<file path="src/rtl/fetch_stage_pkg.sv">
// -----------------------------------------------------------------------------
// fetch_stage_pkg
// Shared constants for the instruction fetch stage and the code that drives it:
//   - XLEN_DEF / RESET_PC_DEF : default address width and reset PC
//   - PC_INC                  : sequential PC step (one 32-bit word)
//   - INSTR_W                 : instruction word width
//   - opcode_e                : major opcodes already used by the decoder
//                               (OP_BRANCH, OP_JAL, ...), kept here so that
//                               instruction generators share one definition.
// -----------------------------------------------------------------------------
package fetch_stage_pkg;

  localparam int          XLEN_DEF     = 32;
  localparam logic [31:0] RESET_PC_DEF = 32'h0000_0000;
  localparam int unsigned PC_INC       = 4;
  localparam int          INSTR_W      = 32;

  typedef enum logic [6:0] {
    OP_LOAD   = 7'b0000011,
    OP_IMM    = 7'b0010011,
    OP_AUIPC  = 7'b0010111,
    OP_STORE  = 7'b0100011,
    OP_REG    = 7'b0110011,
    OP_LUI    = 7'b0110111,
    OP_BRANCH = 7'b1100011,
    OP_JALR   = 7'b1100111,
    OP_JAL    = 7'b1101111,
    OP_SYSTEM = 7'b1110011
  } opcode_e;

endpackage

</file>
<file path="src/rtl/fetch_skid_buffer.sv">
// -----------------------------------------------------------------------------
// fetch_skid_buffer
// Output register plus a one-entry skid register carrying {instr, pc} toward
// the decoder over a valid/ready handshake. The skid entry always drains
// ahead of any newly arriving word, so order is preserved.
//
// Ports:
//   clk, reset            clock, asynchronous active-high reset
//   flush                 drop the output and skid contents (redirect)
//   in_valid/in_instr/in_pc   word arriving from instruction memory
//   out_valid/out_ready   handshake to the decoder
//   out_instr/out_pc      presented instruction and its address
//   skid_valid            skid register holds a word (used to throttle issue)
// -----------------------------------------------------------------------------
module fetch_skid_buffer #(
  parameter int DATA_W = 32,
  parameter int XLEN   = 32
) (
  input  logic              clk,
  input  logic              reset,
  input  logic              flush,
  input  logic              in_valid,
  input  logic [DATA_W-1:0] in_instr,
  input  logic [XLEN-1:0]   in_pc,
  input  logic              out_ready,
  output logic              out_valid,
  output logic [DATA_W-1:0] out_instr,
  output logic [XLEN-1:0]   out_pc,
  output logic              skid_valid
);

  logic [DATA_W-1:0] skid_instr;
  logic [XLEN-1:0]   skid_pc;
  logic              take;

  // Output slot can accept new content when empty or being consumed.
  assign take = !out_valid || out_ready;

  always_ff @(posedge clk or posedge reset) begin
    if (reset) begin
      out_valid  <= 1'b0;
      skid_valid <= 1'b0;
      out_instr  <= '0;
      out_pc     <= '0;
    end else if (flush) begin
      out_valid  <= 1'b0;
      skid_valid <= 1'b0;
    end else if (take) begin
      if (skid_valid) begin
        out_valid  <= 1'b1;
        out_instr  <= skid_instr;
        out_pc     <= skid_pc;
        skid_valid <= in_valid;
      end else begin
        out_valid  <= in_valid;
        skid_valid <= 1'b0;
        if (in_valid) begin
          out_instr <= in_instr;
          out_pc    <= in_pc;
        end
      end
    end else if (in_valid) begin
      skid_valid <= 1'b1;
    end
  end

  // Skid payload carries no control meaning, so it is left out of reset.
  always_ff @(posedge clk) begin
    if (in_valid && !flush && (!take || skid_valid)) begin
      skid_instr <= in_instr;
      skid_pc    <= in_pc;
    end
  end

endmodule

</file>
<file path="src/rtl/fetch_stage.sv">
// -----------------------------------------------------------------------------
// fetch_stage
// Instruction fetch stage: owns the PC, issues word reads to a synchronous
// instruction memory (1-cycle latency) and hands {instr, pc} to the decoder
// through fetch_skid_buffer. A redirect flushes all fetched-but-unconsumed
// work and restarts fetch at the target on the following cycle.
//
// Optional feature (macro FETCH_MISALIGN_TRAP_EN): a redirect to a target
// with nonzero low bits raises misalign_trap/misalign_pc and halts issue
// until an aligned redirect or reset. Without the macro the low two bits of
// redirect_pc are forced to zero.
//
// Ports:
//   clk, reset                 clock, asynchronous active-high reset
//   imem_req/imem_addr         read request and word-aligned address
//   imem_rdata                 read data, valid the cycle after imem_req
//   out_valid/out_ready        handshake to the decoder
//   out_instr/out_pc           presented instruction and its address
//   redirect_valid/redirect_pc control-flow redirect and its target
//   misalign_trap/misalign_pc  (FETCH_MISALIGN_TRAP_EN only)
// -----------------------------------------------------------------------------
module fetch_stage
  import fetch_stage_pkg::*;
#(
  parameter int              XLEN     = XLEN_DEF,
  parameter logic [XLEN-1:0] RESET_PC = XLEN'(RESET_PC_DEF)
) (
  input  logic               clk,
  input  logic               reset,
  output logic               imem_req,
  output logic [XLEN-1:0]    imem_addr,
  input  logic [INSTR_W-1:0] imem_rdata,
  output logic               out_valid,
  input  logic               out_ready,
  output logic [INSTR_W-1:0] out_instr,
  output logic [XLEN-1:0]    out_pc,
  input  logic               redirect_valid,
  input  logic [XLEN-1:0]    redirect_pc
`ifdef FETCH_MISALIGN_TRAP_EN
  ,
  output logic               misalign_trap,
  output logic [XLEN-1:0]    misalign_pc
`endif
);

  localparam logic [XLEN-1:0] ALIGN_MASK = ~XLEN'(3);

  logic [XLEN-1:0] pc;
  logic [XLEN-1:0] req_pc_p1;
  logic [XLEN-1:0] redirect_target;
  logic            inflight;
  logic            kill_p1;
  logic            skid_valid;
  logic            issue;
  logic            resp_vld_p1;
  logic            halt;

  assign redirect_target = redirect_pc & ALIGN_MASK;

`ifdef FETCH_MISALIGN_TRAP_EN
  logic misaligned;
  assign misaligned = |redirect_pc[1:0];
  assign halt       = misalign_trap;

  always_ff @(posedge clk or posedge reset) begin
    if (reset) begin
      misalign_trap <= 1'b0;
      misalign_pc   <= '0;
    end else if (redirect_valid) begin
      misalign_trap <= misaligned;
      if (misaligned) misalign_pc <= redirect_pc;
    end
  end
`else
  assign halt = 1'b0;
`endif

  // Issue is withheld whenever the skid is occupied or the in-flight word
  // would have to land in it, so at most one word is ever beyond the skid.
  assign issue = !reset && !redirect_valid && !skid_valid && !halt &&
                 !(out_valid && !out_ready && inflight);

  assign imem_req  = issue;
  assign imem_addr = pc;

  // ---- stage p0 -> p1: request issue, PC update ----
  always_ff @(posedge clk or posedge reset) begin
    if (reset) begin
      pc       <= RESET_PC;
      inflight <= 1'b0;
      kill_p1  <= 1'b0;
    end else begin
      inflight <= issue;
      kill_p1  <= redirect_valid;
      if (redirect_valid) begin
        pc <= redirect_target;
      end else if (issue) begin
        pc <= pc + XLEN'(PC_INC);
      end
    end
  end

  always_ff @(posedge clk) begin
    if (issue) req_pc_p1 <= pc;
  end

  // ---- stage p1: response pairing; killed responses and same-cycle
  // redirects never enter the buffer ----
  assign resp_vld_p1 = inflight && !kill_p1 && !redirect_valid;

  fetch_skid_buffer #(
    .DATA_W (INSTR_W),
    .XLEN   (XLEN)
  ) u_skid (
    .clk        (clk),
    .reset      (reset),
    .flush      (redirect_valid),
    .in_valid   (resp_vld_p1),
    .in_instr   (imem_rdata),
    .in_pc      (req_pc_p1),
    .out_ready  (out_ready),
    .out_valid  (out_valid),
    .out_instr  (out_instr),
    .out_pc     (out_pc),
    .skid_valid (skid_valid)
  );

endmodule

</file>
<file path="config.mk">
export PLATFORM = sky130hd
export DESIGN_NAME = fetch_stage
export DESIGN_NICKNAME = d
export VERILOG_FILES = /design/src/rtl/fetch_stage_pkg.sv /design/src/rtl/fetch_skid_buffer.sv /design/src/rtl/fetch_stage.sv
export SDC_FILE = /design/constraint.sdc
export NUM_CORES = 1
export LEC_CHECK = 0
export ABC_AREA = 1
export BUFFER_PORTS_ARGS = -buffer_cell sky130_fd_sc_hd__buf_4
export CORE_ASPECT_RATIO = 0.5
export CORE_UTILIZATION = 40
export CTS_BUF_LIST = sky130_fd_sc_hd__clkbuf_8
export CTS_CLUSTER_SIZE = 24
export DETAILED_ROUTE_END_ITERATION = 12
export PLACE_DENSITY = 0.6
export SYNTH_ARGS = -nofsm -noshare
export SYNTH_HDL_FRONTEND = slang
export SYNTH_SLANG_ARGS = --single-unit
</file>
<file path="constraint.sdc">
create_clock -name clk -period 3.6 [get_ports clk]
set_input_delay 0 -clock clk [delete_from_list [all_inputs] [get_ports clk]]
set_output_delay 0 -clock clk [all_outputs]
set_load 0.01 [all_outputs]
</file>
==> results.py <==
metrics = {
    "timing": {
        "max_freq_mhz": 408,
        "period_share_pct": 68.1,
        "rsz0062_at_grt": "no",
        "final-hold-violation-count": 0,
        "slew_violations": 0,
        "tns_ps": 0,
        "finalClockSkew_ps": 16.1,
        "setup_viol": 0,
        "min_period_ps": 2450,
        "relSlewSlack_pct": 40.7,
        "worst_pin_slew_ps": 889,
    },
    "final_layout": {
        "diodes": 0,
        "post-route-util_pct": 54.2,
        "nets": 1128,
        "layout-drive-gt1-share_pct": 20.2,
        "synthToLayoutAreaGrowth_pct": 32.7,
    },
    "clocking": {
        "clk_latency_ps": 470,
        "cts_tree": "built",
        "root_buffer": "clkbuf_8",
        "post_cts_resize_count": 0,
        "cts.sinks": 188,
        "cts.path.max_buffers": 2,
        "cts.clk_slew.worst_paths_ps": 100,
        "ctsHtreeMaxLevel": 4,
        "numCtsBuffers": 17,
    },
    "detailed_routing": {
        "drc": 0,
        "routed_wirelength_mm": 19.5,
        "drt_first_pass_iters": 5,
        "ant_nets": 0,
        "vias": 6259,
        "drt-initial-drc-count": 343,
        "wl_per_cell_um": 14.6,
        "viasPerCell": 4.68,
    },
    "setup_path": {
        "r2r_end": "u_skid.skid_instr[23]$_DFFE_PP_",
        "rrSetupSlack_ps": 1300,
        "r2r-start": "u_skid.skid_valid$_DFFE_PP0P_",
        "crit_type": "in -> out",
        "path_max_fanout": 34,
        "cp-end-kind": "primary output",
        "crit_required_ps": 3600,
        "reg2reg_depth": 4,
        "cp.arrival_ps": 2450,
        "critPathLaunchType": "input port",
    },
    "synth": {
        "synthesis.area_sq_mm": 0.00795,
        "ys.warnings.count": 0,
        "yosysSeqAreaShare_pct": 64.9,
        "avgSynthCellArea_sq_um": 9.60,
        "synth_cells": 828,
        "ys_ff_latch": 188,
        "synth_cell_types": 27,
    },
    "worst_hold_path": {
        "min_path_type": "in -> async",
    },
    "global_routing": {
        "track_usage_pct": 19.8,
        "grt_pass1_wl_mm": 31.4,
        "grt_overflow_total": 0,
        "grt_pass1_vias": 5903,
        "antenna_found_initial": 0,
        "grt_start_max_net_pins": 67,
    },
    "placed_design": {
        "hpwlAfterDp_mm": 12.7,
        "place_congestion": 0.806,
        "io_buffers": 159,
    },
    "pwr": {
        "peakVddDrop_mv": 0.224,
        "p_leak_nw": 4.52,
        "powerDensity_mw_per_mm2": 477,
    },
    "floorplanning": {
        "row_count": 36,
        "coreArea_sq_mm": 0.0195,
        "die_h_um": 102,
        "io_pins": 166,
        "die_w_um": 201,
        "initial_utilization_pct": 40.9,
        "dieArea_sq_mm": 0.0205,
    },
    "outcome": {
        "status": "finished, final reports clean",
    },
    "run": {
        "cap_violations": 0,
    },
}
kinds of logic after synthesis:
kind of cell	share of synthesized area (%)
flops	64.9
simple gates	23.5
compound gates	5.96
other cells	0.0472
xor+xnor	0.551
fa+ha+maj	0.157
buf+inv	4.88
where the power goes:
part           internal (mW)  total [mW]  switching (mW)
Combinational          0.501       0.954           0.452
Sequential              2.49        2.69           0.199
Clock                  0.617        1.40           0.780
layout by cell type (no fill, tap or decap), types with 2 or more instances in the layout:
cell | netlist | layout
nand2_1 | 307 | 307
buf_4 | 13 | 168
nor2_1 | 107 | 106
dfrtp_1 | 96 | 95
edfxtp_1 | 92 | 92
dlygate4sd3_1 | 0 | 78
a31oi_1 | 62 | 62
nand3_1 | 46 | 46
inv_1 | 44 | 44
clkbuf_8 | 0 | 17
nor2_2 | 6 | 5
inv_2 | 5 | 5
o21bai_1 | 5 | 5
clkinvlp_4 | 0 | 4
conb_1 | 1 | 4
inv_6 | 0 | 4
nand4_1 | 3 | 3
xnor2_1 | 3 | 3
clkinv_2 | 0 | 3
nor2_4 | 0 | 2
o211ai_1 | 2 | 2
or2_2 | 2 | 2
xor2_1 | 2 | 2
bufinv_16 | 0 | 2
stage by stage:
stage               cells  instance area, sq um  power, mW  hold WS [ps]  worst slack [ps]
finish               1338                 10600       5.04           236              1150
global route         1338                 10600       5.31           223              1010
CTS                  1338                 10600       5.09           217              1140
detailed placement   1228                  9390       3.63           169              1260
global placement     1228                  9390       3.61           170              1280
floorplan             831                  7970       3.12          31.4               823
sequential cells by signal, indices dropped and copies added (netlist names):
signal / count
imem_addr: 30
inflight: 1
kill_p1: 1
req_pc_p1: 30
u_skid.out_instr: 32
u_skid.out_pc: 30
u_skid.out_valid: 1
u_skid.skid_instr: 32
u_skid.skid_pc: 30
u_skid.skid_valid: 1
critical path, cell delays in order:
cell and delay (ps):
dlygate4sd3_1 530, buf_4 260, inv_2 190, nand3_1 140
a21oi_4 600, buf_4 500, buf_4 200
routing by layer:
layer / track usage [%] / wire [um]
met5: 0 / 0
met3: 3.80 / 540
met1: 28.1 / 9760
met2: 31.4 / 9070
met4: 5.24 / 174
synth_stat cells:
cell	number	share of area [%]
a21oi_1	1	0.063
a21oi_4	1	0.20
a31oi_1	62	4.9
and2_1	1	0.079
buf_1	1	0.047
buf_2	10	0.63
buf_4	13	1.2
clkbuf_1	14	0.66
conb_1	1	0.047
dfrtp_1	96	30
edfxtp_1	92	35
ha_1	1	0.16
inv_1	44	2.1
inv_2	5	0.24
nand2_1	307	14
nand2_2	1	0.079
nand3_1	46	2.9
nand4_1	3	0.24
nor2_1	107	5.1
nor2_2	6	0.47
o211ai_1	2	0.19
o21a_1	1	0.094
o21ai_0	1	0.063
o21bai_1	5	0.47
or2_2	2	0.16
xnor2_1	3	0.33
xor2_1	2	0.22
worst max path at each step:
stage / cells after the start / startpoint / slack (ps) / endpoint
finish: 7 / redirect_valid / 1150 / imem_req
detailed placement: 4 / u_skid.skid_valid$_DFFE_PP0P_ / 1260 / u_skid.skid_instr[26]$_DFFE_PP_
CTS: 7 / redirect_valid / 1140 / imem_req
floorplan: 4 / u_skid.out_valid$_DFFE_PP0P_ / 820 / u_skid.skid_instr[0]$_DFFE_PP_
global route: 7 / redirect_valid / 1010 / imem_req
global placement: 4 / u_skid.skid_valid$_DFFE_PP0P_ / 1280 / u_skid.skid_instr[25]$_DFFE_PP_
final cells by class:
cell class,count,area (sq um)
Clock buffer,17,234
Fill cell,1812,8900
Multi-Input combinational cell,556,2420
Tap cell,266,333
Sequential cell,188,5170
Inverter,49,188
Clock inverter,15,149
Timing Repair Buffer,247,2060
what timing repair did:
item / 4_1_cts / 5_1_grt
hold endpoints to repair: 127 / 0
hold buffers: 78 / 0
buffers inserted: 0 / 0
Note: power is estimated with default switching activity, not from simulation.
